File: src/rtl/lc3_control_fsm.sv
// LC-3 ISDU: Moore control FSM sequencing fetch/decode/execute.
// Optional LC3_PAUSE_EN adds the PAUSE opcode (1101) with LED load and Continue handshake.
module lc3_control_fsm #(
  parameter int MEM_WAIT = 2
) (
  input  logic       Clk,
  input  logic       Reset,
  input  logic       Run,
  input  logic       Continue,
  input  logic [3:0] Opcode,
  input  logic       IR_5,
  input  logic       IR_11,
  input  logic       BEN,
  output logic       LD_MAR,
  output logic       LD_MDR,
  output logic       LD_IR,
  output logic       LD_BEN,
  output logic       LD_CC,
  output logic       LD_REG,
  output logic       LD_PC,
  output logic       LD_LED,
  output logic       GatePC,
  output logic       GateMDR,
  output logic       GateALU,
  output logic       GateMARMUX,
  output logic [1:0] PCMUX,
  output logic       DRMUX,
  output logic       SR1MUX,
  output logic       SR2MUX,
  output logic       ADDR1MUX,
  output logic [1:0] ADDR2MUX,
  output logic [1:0] ALUK,
  output logic       Mem_OE,
  output logic       Mem_WE
);

  typedef enum logic [4:0] {
    S_HALTED,
    S_F1,
    S_F2,
    S_F3,
    S_DECODE,
    S_ADD_R,
    S_ADD_I,
    S_AND_R,
    S_AND_I,
    S_NOT,
    S_BR_CHK,
    S_BR_TAKE,
    S_JMP,
    S_JSR_A,
    S_JSR_OFF,
    S_JSR_REG,
    S_LDR_A,
    S_LDR_RD,
    S_LDR_WB,
    S_STR_A,
    S_STR_D,
    S_STR_WR,
    S_PAUSE_1,
    S_PAUSE_W,
    S_PAUSE_2
  } state_t;

  localparam logic [2:0] CNT_LAST = 3'(MEM_WAIT - 1);

  state_t     state_q, state_d;
  logic [2:0] cnt_q, cnt_d;
  logic       last;

  always_ff @(posedge Clk) begin
    if (Reset) begin
      state_q <= S_HALTED;
      cnt_q   <= '0;
    end else begin
      state_q <= state_d;
      cnt_q   <= cnt_d;
    end
  end

  assign last = (cnt_q == CNT_LAST);

  // Counter idles at zero outside memory states, so every entry starts fresh.
  always_comb begin
    state_d = state_q;
    cnt_d   = '0;
    case (state_q)
      S_HALTED: if (Run) state_d = S_F1;
      S_F1:     state_d = S_F2;
      S_F2: begin
        if (last) state_d = S_F3;
        else      cnt_d   = cnt_q + 3'd1;
      end
      S_F3:     state_d = S_DECODE;
      S_DECODE: begin
        case (Opcode)
          4'b0001: state_d = IR_5 ? S_ADD_I : S_ADD_R;
          4'b0101: state_d = IR_5 ? S_AND_I : S_AND_R;
          4'b1001: state_d = S_NOT;
          4'b0000: state_d = S_BR_CHK;
          4'b1100: state_d = S_JMP;
          4'b0100: state_d = S_JSR_A;
          4'b0110: state_d = S_LDR_A;
          4'b0111: state_d = S_STR_A;
`ifdef LC3_PAUSE_EN
          4'b1101: state_d = S_PAUSE_1;
`endif
          default: state_d = S_F1;
        endcase
      end
      S_BR_CHK: state_d = BEN ? S_BR_TAKE : S_F1;
      S_JSR_A:  state_d = IR_11 ? S_JSR_OFF : S_JSR_REG;
      S_LDR_A:  state_d = S_LDR_RD;
      S_LDR_RD: begin
        if (last) state_d = S_LDR_WB;
        else      cnt_d   = cnt_q + 3'd1;
      end
      S_STR_A:  state_d = S_STR_D;
      S_STR_D:  state_d = S_STR_WR;
      S_STR_WR: begin
        if (last) state_d = S_F1;
        else      cnt_d   = cnt_q + 3'd1;
      end
      S_ADD_R, S_ADD_I, S_AND_R, S_AND_I, S_NOT,
      S_BR_TAKE, S_JMP, S_JSR_OFF, S_JSR_REG, S_LDR_WB:
        state_d = S_F1;
`ifdef LC3_PAUSE_EN
      S_PAUSE_1: state_d = S_PAUSE_W;
      S_PAUSE_W: if (Continue) state_d = S_PAUSE_2;
      S_PAUSE_2: if (!Continue) state_d = S_F1;
`endif
      default:  state_d = S_HALTED;
    endcase
  end

`ifndef LC3_PAUSE_EN
  logic unused_continue;
  assign unused_continue = Continue;
`endif

  always_comb begin
    LD_MAR     = 1'b0;
    LD_MDR     = 1'b0;
    LD_IR      = 1'b0;
    LD_BEN     = 1'b0;
    LD_CC      = 1'b0;
    LD_REG     = 1'b0;
    LD_PC      = 1'b0;
    LD_LED     = 1'b0;
    GatePC     = 1'b0;
    GateMDR    = 1'b0;
    GateALU    = 1'b0;
    GateMARMUX = 1'b0;
    PCMUX      = 2'd0;
    DRMUX      = 1'b0;
    SR1MUX     = 1'b0;
    SR2MUX     = 1'b0;
    ADDR1MUX   = 1'b0;
    ADDR2MUX   = 2'd0;
    ALUK       = 2'd0;
    Mem_OE     = 1'b1;
    Mem_WE     = 1'b1;
    case (state_q)
      S_F1: begin
        GatePC = 1'b1;
        LD_MAR = 1'b1;
        LD_PC  = 1'b1;
      end
      S_F2, S_LDR_RD: begin
        Mem_OE = 1'b0;
        LD_MDR = last;
      end
      S_F3: begin
        GateMDR = 1'b1;
        LD_IR   = 1'b1;
      end
      S_DECODE: LD_BEN = 1'b1;
      S_ADD_R, S_ADD_I, S_AND_R, S_AND_I: begin
        SR1MUX  = 1'b1;
        SR2MUX  = (state_q == S_ADD_I) || (state_q == S_AND_I);
        ALUK    = (state_q == S_AND_R || state_q == S_AND_I) ? 2'd1 : 2'd0;
        GateALU = 1'b1;
        LD_REG  = 1'b1;
        LD_CC   = 1'b1;
      end
      S_NOT: begin
        ALUK    = 2'd2;
        GateALU = 1'b1;
        LD_REG  = 1'b1;
        LD_CC   = 1'b1;
      end
      S_BR_TAKE: begin
        ADDR2MUX = 2'd2;
        PCMUX    = 2'd2;
        LD_PC    = 1'b1;
      end
      S_JMP: begin
        SR1MUX  = 1'b1;
        ALUK    = 2'd3;
        GateALU = 1'b1;
        PCMUX   = 2'd1;
        LD_PC   = 1'b1;
      end
      S_JSR_A: begin
        GatePC = 1'b1;
        DRMUX  = 1'b1;
        LD_REG = 1'b1;
      end
      S_JSR_OFF: begin
        ADDR2MUX = 2'd3;
        PCMUX    = 2'd2;
        LD_PC    = 1'b1;
      end
      S_JSR_REG: begin
        ADDR1MUX = 1'b1;
        PCMUX    = 2'd2;
        LD_PC    = 1'b1;
      end
      S_LDR_A, S_STR_A: begin
        ADDR1MUX   = 1'b1;
        ADDR2MUX   = 2'd1;
        GateMARMUX = 1'b1;
        LD_MAR     = 1'b1;
      end
      S_LDR_WB: begin
        GateMDR = 1'b1;
        LD_REG  = 1'b1;
        LD_CC   = 1'b1;
      end
      S_STR_D: begin
        ALUK    = 2'd3;
        GateALU = 1'b1;
        LD_MDR  = 1'b1;
      end
      S_STR_WR: Mem_WE = 1'b0;
`ifdef LC3_PAUSE_EN
      S_PAUSE_1: LD_LED = 1'b1;
`endif
      default: ;
    endcase
  end

endmodule

File: config.mk
export PLATFORM = sky130hd
export DESIGN_NAME = lc3_control_fsm
export DESIGN_NICKNAME = d
export VERILOG_FILES = /design/src/rtl/lc3_control_fsm.sv
export SDC_FILE = /design/constraint.sdc
export NUM_CORES = 1
export LEC_CHECK = 0
export CAP_MARGIN = 25
export CORE_UTILIZATION = 49
export CTS_CLUSTER_SIZE = 16
export DETAILED_ROUTE_END_ITERATION = 8
export GPL_TIMING_DRIVEN = 0
export HOLD_SLACK_MARGIN = 0.08
export PLACE_DENSITY = 0.95
export RECOVER_POWER = 25
export SLEW_MARGIN = 20
export SYNTH_ARGS = -nofsm -noshare
export SYNTH_HDL_FRONTEND = slang
export SYNTH_SLANG_ARGS = --single-unit
File: constraint.sdc
create_clock -name Clk -period 5.3 [get_ports Clk]
set_clock_uncertainty 0.2 [all_clocks]
set_input_delay 0.53 -clock Clk [delete_from_list [all_inputs] [get_ports Clk]]
set_output_delay 0.53 -clock Clk [all_outputs]
set_load 0.02 [all_outputs]
=== Yosys cells after proc, flatten, opt, wreduce, memory -nomap -nowiden ===
Cells that the tools add are included.

* $add $sub $neg: 1
* Equal/unequal tests: 33
* Muxes and demuxes: 31
* Bitwise operators: 1
* Reduce and logical (&&, ||, !) cells: 22

{| class="wikitable"
|+ Operators by type and width
! operator !! count
|-
| $pmux W5 S13 || 1
|-
| $eq A5 B4 Y1 const B || 8
|-
| $pmux W5 S8 || 1
|-
| $eq A5 B5 Y1 const B || 6
|-
| $eq A5 B3 Y1 const B || 4
|-
| $mux W5 || 4
|-
| $mux W1 || 18
|-
| $eq A4 B3 Y1 const B || 4
|-
| $reduce_or A3 Y1 || 5
|-
| $reduce_or A7 Y1 || 2
|-
| $pmux W2 S3 || 2
|-
| $eq A5 B2 Y1 const B || 2
|-
| $reduce_or A10 Y1 || 1
|-
| $reduce_or A2 Y1 || 5
|-
| $reduce_or A5 Y1 || 2
|-
| $eq A4 B4 Y1 const B || 2
|-
| $mux W4 || 2
|-
| $ne A2 B2 Y1 const B || 4
|-
| $reduce_or A6 Y1 || 1
|-
| $eq A5 B1 Y1 const B || 1
|-
| $logic_not A5 Y1 || 1
|-
| $eq A4 B1 Y1 const B || 1
|-
| $logic_not A4 Y1 || 1
|-
| $pmux W2 S2 || 1
|-
| other kinds (8) || 9
|}

* Register bits: 8
* Input bits: 11
* Output and inout bits: 24

=== Depth between registers and ports, before layout ===
Gate-level depths: netlist of run 1.

* Word-level depth: 4
* Gate-level depth with buffers: 7

=== Worst setup path after synthesis of run 1 ===
OpenSTA, ideal clock, no wires.

* Path type: reg2out
* Start point: register state_q[1]
* End point: output LD_MAR
* Data arrival time: 2.118 ns
* Slack: 2.452 ns
* Cell stages (with the launch flop): 5
* Path buffers: 2
* Cell sequence: dfxtp_1 -> clkbuf_1 -> clkbuf_1 -> nor2_1 -> a2111oi_0

* Word-level cells in the longest chain between the ends: 3
* Elaborated cells on any way between the ends: 5
* Those cells by class: 3 x eq/ne; 1 x mux; 1 x reduce/logical

{| class="wikitable"
|+ RTL lines
! item !! line !! text
|-
| start: declaration || 67 || <nowiki>state_t state_q, state_d;</nowiki>
|-
| start signal: assignment || 76 || <nowiki>state_q <= state_d;</nowiki>
|-
| $eq A5 B5 Y1 or $eq A5 B1 Y1 (tied branches) || 163 || <nowiki>case (state_q)</nowiki>
|-
| $reduce_or A3 Y1 (no line) (*) || - ||
|-
| $mux W1 (*) || 163 ||
|-
| end: declaration || 14 || <nowiki>output logic LD_MAR,</nowiki>
|}

Every way passes the cells marked *; elsewhere a longest branch is shown, timed or not.

=== Worst setup path after layout of run 1 ===
* Start point: register state_q[0]
* End point: output ADDR2MUX[0]

* Word-level cells in the longest chain between the ends: 3
* Elaborated cells on any way between the ends: 6
* Those cells by class: 4 x eq/ne; 1 x mux; 1 x reduce/logical

{| class="wikitable"
|+ RTL lines
! item !! line !! text
|-
| $eq A5 B5 Y1 || 163 ||
|-
| $reduce_or A2 Y1 || 163 ||
|-
| $pmux W2 S3 (*) || 163 ||
|-
| end: declaration || 31 || <nowiki>output logic [1:0] ADDR2MUX,</nowiki>
|}

Marks and branches as above.

==> results of run 1 <==
==> power groups by stage <==
stage               Sequential [W]   Clock, W  Combinational [W]
floorplan                0.0000761          0           0.000202
global placement         0.0000785          0           0.000275
detailed placement       0.0000793          0           0.000281
CTS                      0.0000783  0.0000478           0.000282
global route             0.0000790  0.0000541           0.000301
finish                   0.0000777  0.0000479           0.000277
==> metal layers <==
metal  global-route usage, %  wire length (um)
met2                    50.0              1510
met3                    5.03               298
met4                    10.3                63
met1                    34.1              1200
met5                       0                 0
==> through the flow <==
stage / area [um^2] / hold slack [ns] / util [%] / cells / setup WS, ns
6_report: 1410 / 0.264 / 70.4 / 220 / 1.83
5_1_grt: 1410 / 0.301 / 70.4 / 220 / 1.59
4_1_cts: 1430 / 0.262 / 71.2 / 220 / 1.98
3_5_place_dp: 1400 / 0.255 / 70.1 / 217 / 2.27
3_3_place_gp: 1400 / 0.244 / 70.1 / 217 / 2.34
2_1_floorplan: 1070 / 0.235 / - / 160 / 2.45
==> registers in the layout, summed over array words and instances (netlist names) <==
| register | cells |
|---|---|
| cnt_q | 3 |
| state_q | 5 |
==> how the worst max path moves through the flow <==
stage / slack, ns / end / start
2_1_floorplan: 2.45 / LD_MAR / state_q[1]
4_1_cts: 1.98 / LD_MAR / state_q[1]
6_report: 1.83 / ADDR2MUX[0] / state_q[0]
3_3_place_gp: 2.34 / LD_MAR / state_q[1]
5_1_grt: 1.59 / ADDR2MUX[0] / state_q[0]
3_5_place_dp: 2.27 / LD_MAR / state_q[1]
==> cells in the final DEF, fill, tap and decap left out, types with 8 or more instances in the layout <==
cell type | Yosys | routed
nand2_1 | 16 | 16
clkdlybuf4s50_1 | 0 | 30
nor2b_1 | 10 | 10
nor2_1 | 14 | 14
inv_1 | 8 | 8
clkbuf_1 | 9 | 12
nor3_1 | 12 | 12
a21oi_1 | 9 | 9
dfxtp_1 | 8 | 8
==> cells by family (layout without fill, tap and decap cells) <==
family,count (synthesis),count (layout),share of synthesized area (%)
muxes,2,2,1.99
adders and majority gates,2,2,2.34
and+or+nand+nor,76,76,37.4
buffers and inverters,24,57,10.3
other,1,1,0.351
DFF,8,8,15.0
xor gates and xnor gates,5,5,4.10
AOI/OAI and AO/OA,42,42,28.6
==> area by class of cell <==
cell class / instances / share of cell area (%)
multi-input combinational: 128 / 56.7
timing repair buffer: 30 / 21.3
sequential: 8 / 11.4
buffer: 16 / 4.53
tap: 27 / 2.40
inverter: 8 / 2.13
clock buffer: 3 / 1.60
==> reports/qor.csv, run 1 <==
metric,value,unit
netlist_area,1070,um^2
core.rowCount,16,
yosys.area.top_type_share,15.0,%
htree_levels,1,
nets,208,
synthTopCellsByArea,"dfxtp_1 (15%), nor2b_1 (5.9%), nor3_1 (5.6%)",
max-vdd-ir-drop,0.000231,V
io_buffers,30,
drtIter0Drc,46,
period_share,65.5,%
p_switching,0.000191,W
hold_path_class,flop to flop,
crit_family,buffers and inverters,
worst-path-buf-inv,4,
timing.rr.end,state_q[0],
cts_tree,done,
start_util,53.4,%
ys.flop_type,dfxtp_1,
fp.coreArea,2000,um^2
crit_slowest_cell,clkdlybuf4s50_1,
areaGrowthSynthToFinish,31.8,%
antenna_found_initial,0,
cts_setup_buffers,0,
cp_max_fo,10,
grt_start_max_net_pins,11,
yosysMostFrequentCell,nand2_1,
hold_end,cnt_q[0],
power.internal,0.000211,W
combPwrFrac,68.8,%
timing.reg2reg.setup_slack,2.96,ns
critPathRequiredTime,4.57,ns
drc_errors,0,
diodes,0,
p_leak,0.542,nW
synthArstFlopShare,0,%
dieArea,2370,um^2
r2r-start,state_q[0],
seq_area_frac_synth,15.0,%
cts_made_buffers,3,
tns,0,ns
yosys_warnings,0,
netlist_instances,160,
endpoint_kind,primary output,
synthesis.nets,173,
min_delay_path_depth,1,
setup_viol,0,
overflow,0,
die_w,48.7,um
clkLatencyLatePin,0.26,ns
outcome,completed,
yosys.area.top_type,dfxtp_1,
grt_pass1_vias,1249,
cts.path.max_buffers,2,
multi_input_area,798,um^2
slowest_delay,0.66,ns
r2r_cells,6,
ys_seq_elements,8,
path_cells,clkbuf_1 > clkbuf_1 > clkbuf_1 > nand2_1 > nand2_1 > nand3_1 > o31ai_1 > clkdlybuf4s50_1,
power_frac_clock,11.9,%
dr_total_vias,1335,
powerDensity,286,nW/um^2
hold_viol,0,
seq_power_share,19.3,%
hold_buffers,0,
routed_via_density,6.07,
path_clk_slew,0.06,ns
yosysUniqueCellTypes,50,
p_total,0.000402,W
cp.depth,8,
fillCellCount,184,
swShare,47.5,%
clockRootBuffer,clkbuf_4,
rsz0062_at_grt,no,
crit_top_cell,clkbuf_1,
grtUsageTotal,28.4,%
drtPass1Iterations,4,
dp_hpwl,2430,um
regArea,160,um^2
critical_path_class,flop to primary output,
cp-start-kind,flop,
min_from,cnt_q[0],
critPathArrivalTime,2.74,ns
ios,35,
routabilityCongestion,0.931,
cts.repair.resized,0,
drive_gt1_share,5.18,%
die_h,48.7,um
grt_pass1_wl,5400,um
synth.top_cells.by_count,"nand2_1 (16), nor2_1 (14), nor3_1 (12)",
drt_wl_total,3070,um
fmax,288,MHz
cap_violations,0,
finalCriticalPeriod,3.47,ns
synth_edf_count,0,
synth_area_per_cell,6.68,um^2
cts_num_sinks,8,
finalMaxSlewViolations,0,
drtAntennaViolNets,0,
post_drt_wl_per_cell,13.9,um
Power figures use the tool's default switching activity.
==> inputs of run 2 (changes only) <==
--- a/config.mk
+++ b/config.mk
@@ -6,12 +6,12 @@
 export NUM_CORES = 1
 export LEC_CHECK = 0
 export CAP_MARGIN = 25
-export CORE_UTILIZATION = 49
+export CORE_UTILIZATION = 46
 export CTS_CLUSTER_SIZE = 16
 export DETAILED_ROUTE_END_ITERATION = 8
 export GPL_TIMING_DRIVEN = 0
 export HOLD_SLACK_MARGIN = 0.08
-export PLACE_DENSITY = 0.95
+export PLACE_DENSITY = 0.91
 export RECOVER_POWER = 25
 export SLEW_MARGIN = 20
 export SYNTH_ARGS = -nofsm -noshare
==> constraint.sdc (replaced) <==
create_clock -name Clk -period 3.3 [get_ports Clk]
set_clock_uncertainty 0.2 [all_clocks]
set_input_delay 0.33 -clock Clk [delete_from_list [all_inputs] [get_ports Clk]]
set_output_delay 0.33 -clock Clk [all_outputs]
set_load 0.02 [all_outputs]
==> run 2 against run 1 <==
Register-to-register slack worse by 1.9 ns. First-iteration DRC count is 20% higher. Count of clock-buffer cells in the layout stayed put. Flip-flop and latch count stayed put. Setup slack worse by 1.6 ns. Power is 63% higher. Design area is 0.80% higher.
==> reports/qor.csv, run 2 (synthesized netlist as in run 1, its figures left out) <==
metric,value,unit,change
ios,35,,unchanged
cp_max_fo,10,,unchanged
critical_path_class,flop to primary output,,unchanged
cts_num_sinks,8,,unchanged
routabilityCongestion,0.940,,was 0.931
io_buffers,30,,unchanged
dieArea,2520,um^2,was 2370 um^2
antenna_found_initial,0,,unchanged
htree_levels,1,,unchanged
tns,0,ns,unchanged
drive_gt1_share,6.74,%,was 5.18%
hold_path_class,input port to flop,,was flop to flop
cts.path.max_buffers,2,,unchanged
grtUsageTotal,26.4,%,was 28.4%
top_register,state_q,,unchanged
p_leak,0.555,nW,was 0.542 nW
top_usage_layer,met2,,unchanged
dp_hpwl,2490,um,was 2430 um
powerDensity,463,nW/um^2,was 286 nW/um^2
dr_total_vias,1317,,"was 1,335"
grt_pass1_wl,5200,um,was 5400 um
start_util,48.8,%,was 53.4%
grt_use_met1,33.5,%,was 34.1%
cts_tree,done,,unchanged
post_drt_wl_per_cell,14.3,um,was 13.9 um
fp.coreArea,2190,um^2,was 2000 um^2
cap_violations,0,,unchanged
grt_use_met2,46.9,%,was 50.0%
cts_made_buffers,3,,unchanged
cp-start-kind,flop,,unchanged
path_clk_slew,0.05,ns,was 0.06 ns
grt_pass1_vias,1155,,"was 1,249"
hold_buffers,0,,unchanged
finalCriticalPeriod,3.11,ns,
dpl_cell_area,1400,um^2,about the same
die_w,50.2,um,was 48.7 um
reg_top3,"state_q x5, cnt_q x3",,unchanged
core.rowCount,17,,was 16
grt.met3_usage,1.52,%,was 5.03%
hold_viol,0,,unchanged
final_common_cell,clkdlybuf4s50_1,,unchanged
largest_reg_flops,5,,unchanged
clockRootBuffer,clkbuf_4,,unchanged
drtIter0Drc,55,,was 46
routed_via_density,5.96,,was 6.07
critPathRequiredTime,2.77,ns,was 4.57 ns
overflow,0,,unchanged
die_h,50.2,um,was 48.7 um
clkLatencyLatePin,0.24,ns,was 0.26 ns
fmax,321,MHz,
drtPass1Iterations,4,,unchanged
diodes,0,,unchanged
period_share,94.3,%,
drc_errors,0,,unchanged
finalMaxSlewViolations,0,,unchanged
cts_setup_buffers,0,,unchanged
layout_common_cells,"clkdlybuf4s50_1 (30), nand2_1 (16), nor2_1 (14)",,unchanged
endpoint_kind,primary output,,unchanged
critPathArrivalTime,2.58,ns,was 2.74 ns
fin_area,1420,um^2,was 1410 um^2
drtAntennaViolNets,0,,unchanged
cts.repair.resized,0,,unchanged
drt_wl_total,3160,um,was 3070 um
nets,208,,unchanged
fillCellCount,196,,was 184
max-vdd-ir-drop,0.000372,V,was 0.000231 V
areaGrowthSynthToFinish,32.9,%,was 31.8%
outcome,completed,,unchanged
grt_start_max_net_pins,11,,unchanged
rsz0062_at_grt,no,,unchanged
setup_viol,0,,unchanged
==> run 2: cell count changes in the layout (fill, tap and decap cells not counted) <==
cell	change
clkbuf_2	+1
buf_2	+1
buf_6	+1
clkbuf_1	-3
==> run 2: cell type report <==
class / instances / area [um^2] / share of cell area [%]
buffer: 16 / 73.8 / 5.20
sequential: 8 / 160 / 11.3
inverter: 8 / 30.0 / 2.11
multi-input combinational: 128 / 798 / 56.2
timing repair buffer: 30 / 300 / 21.1
clock buffer: 3 / 22.5 / 1.59
tap: 28 / 35.0 / 2.47
==> run 2: path summary, 6_finish.rpt <==
check             start    endpoint  slack (ns)  cells after the start
min               Reset  state_q[3]        0.27                      2
max          state_q[2]      SR2MUX        0.19                      7
max reg2reg  state_q[4]  state_q[0]        1.09                      6
min reg2reg    cnt_q[0]    cnt_q[0]        0.27                      1
==> run 2: through the flow <==
stage | setup WS (ns) | hold slack [ns] | instances | total power [W] | util (%)
2_1_floorplan | 0.652 | 0.235 | 160 | 0.000447 | -
3_3_place_gp | 0.512 | 0.246 | 218 | 0.000571 | 64.1
3_5_place_dp | 0.464 | 0.260 | 218 | 0.000584 | 64.1
4_1_cts | 0.187 | 0.251 | 221 | 0.000657 | 65.1
5_1_grt | 0.0125 | 0.272 | 221 | 0.000709 | 64.8
6_report | 0.188 | 0.269 | 221 | 0.000657 | 64.8
==> run 2: worst max-delay path: stages (launching register included) <==
cell	delay [ns]
dfxtp_1	0.45
clkbuf_1	0.37
clkbuf_1	0.41
nand2_1	0.17
nor2_1	0.11
a21oi_1	0.05
nor3_1	0.14
clkdlybuf4s50_1	0.62
==> run 2: routing by layer <==
layer | share of wire, % | vias up
met3 | 6.7 | 9
met4 | 2.4 | 0
met5 | 0 | -
met1 | 42 | 591
met2 | 49 | 75
li1 | - | 642
==> run 2: where the power goes <==
part	total, W	switching, W	internal (W)
combinational	0.000460	0.000264	0.000196
clock	0.0000708	0.0000294	0.0000414
sequential	0.000126	0.0000160	0.000110
==> inputs of run 3 (changes only) <==
--- a/config.mk
+++ b/config.mk
@@ -5,6 +5,7 @@
 export SDC_FILE = /design/constraint.sdc
 export NUM_CORES = 1
 export LEC_CHECK = 0
+export ABC_CLOCK_PERIOD_IN_PS = 3300
 export CAP_MARGIN = 25
 export CORE_UTILIZATION = 46
 export CTS_CLUSTER_SIZE = 16
@@ -13,7 +14,6 @@
 export HOLD_SLACK_MARGIN = 0.08
 export PLACE_DENSITY = 0.91
 export RECOVER_POWER = 25
-export SLEW_MARGIN = 20
 export SYNTH_ARGS = -nofsm -noshare
 export SYNTH_HDL_FRONTEND = slang
 export SYNTH_SLANG_ARGS = --single-unit
==> results of run 3 <==
Final layout, timing and power as in run 2 (identical DEF).
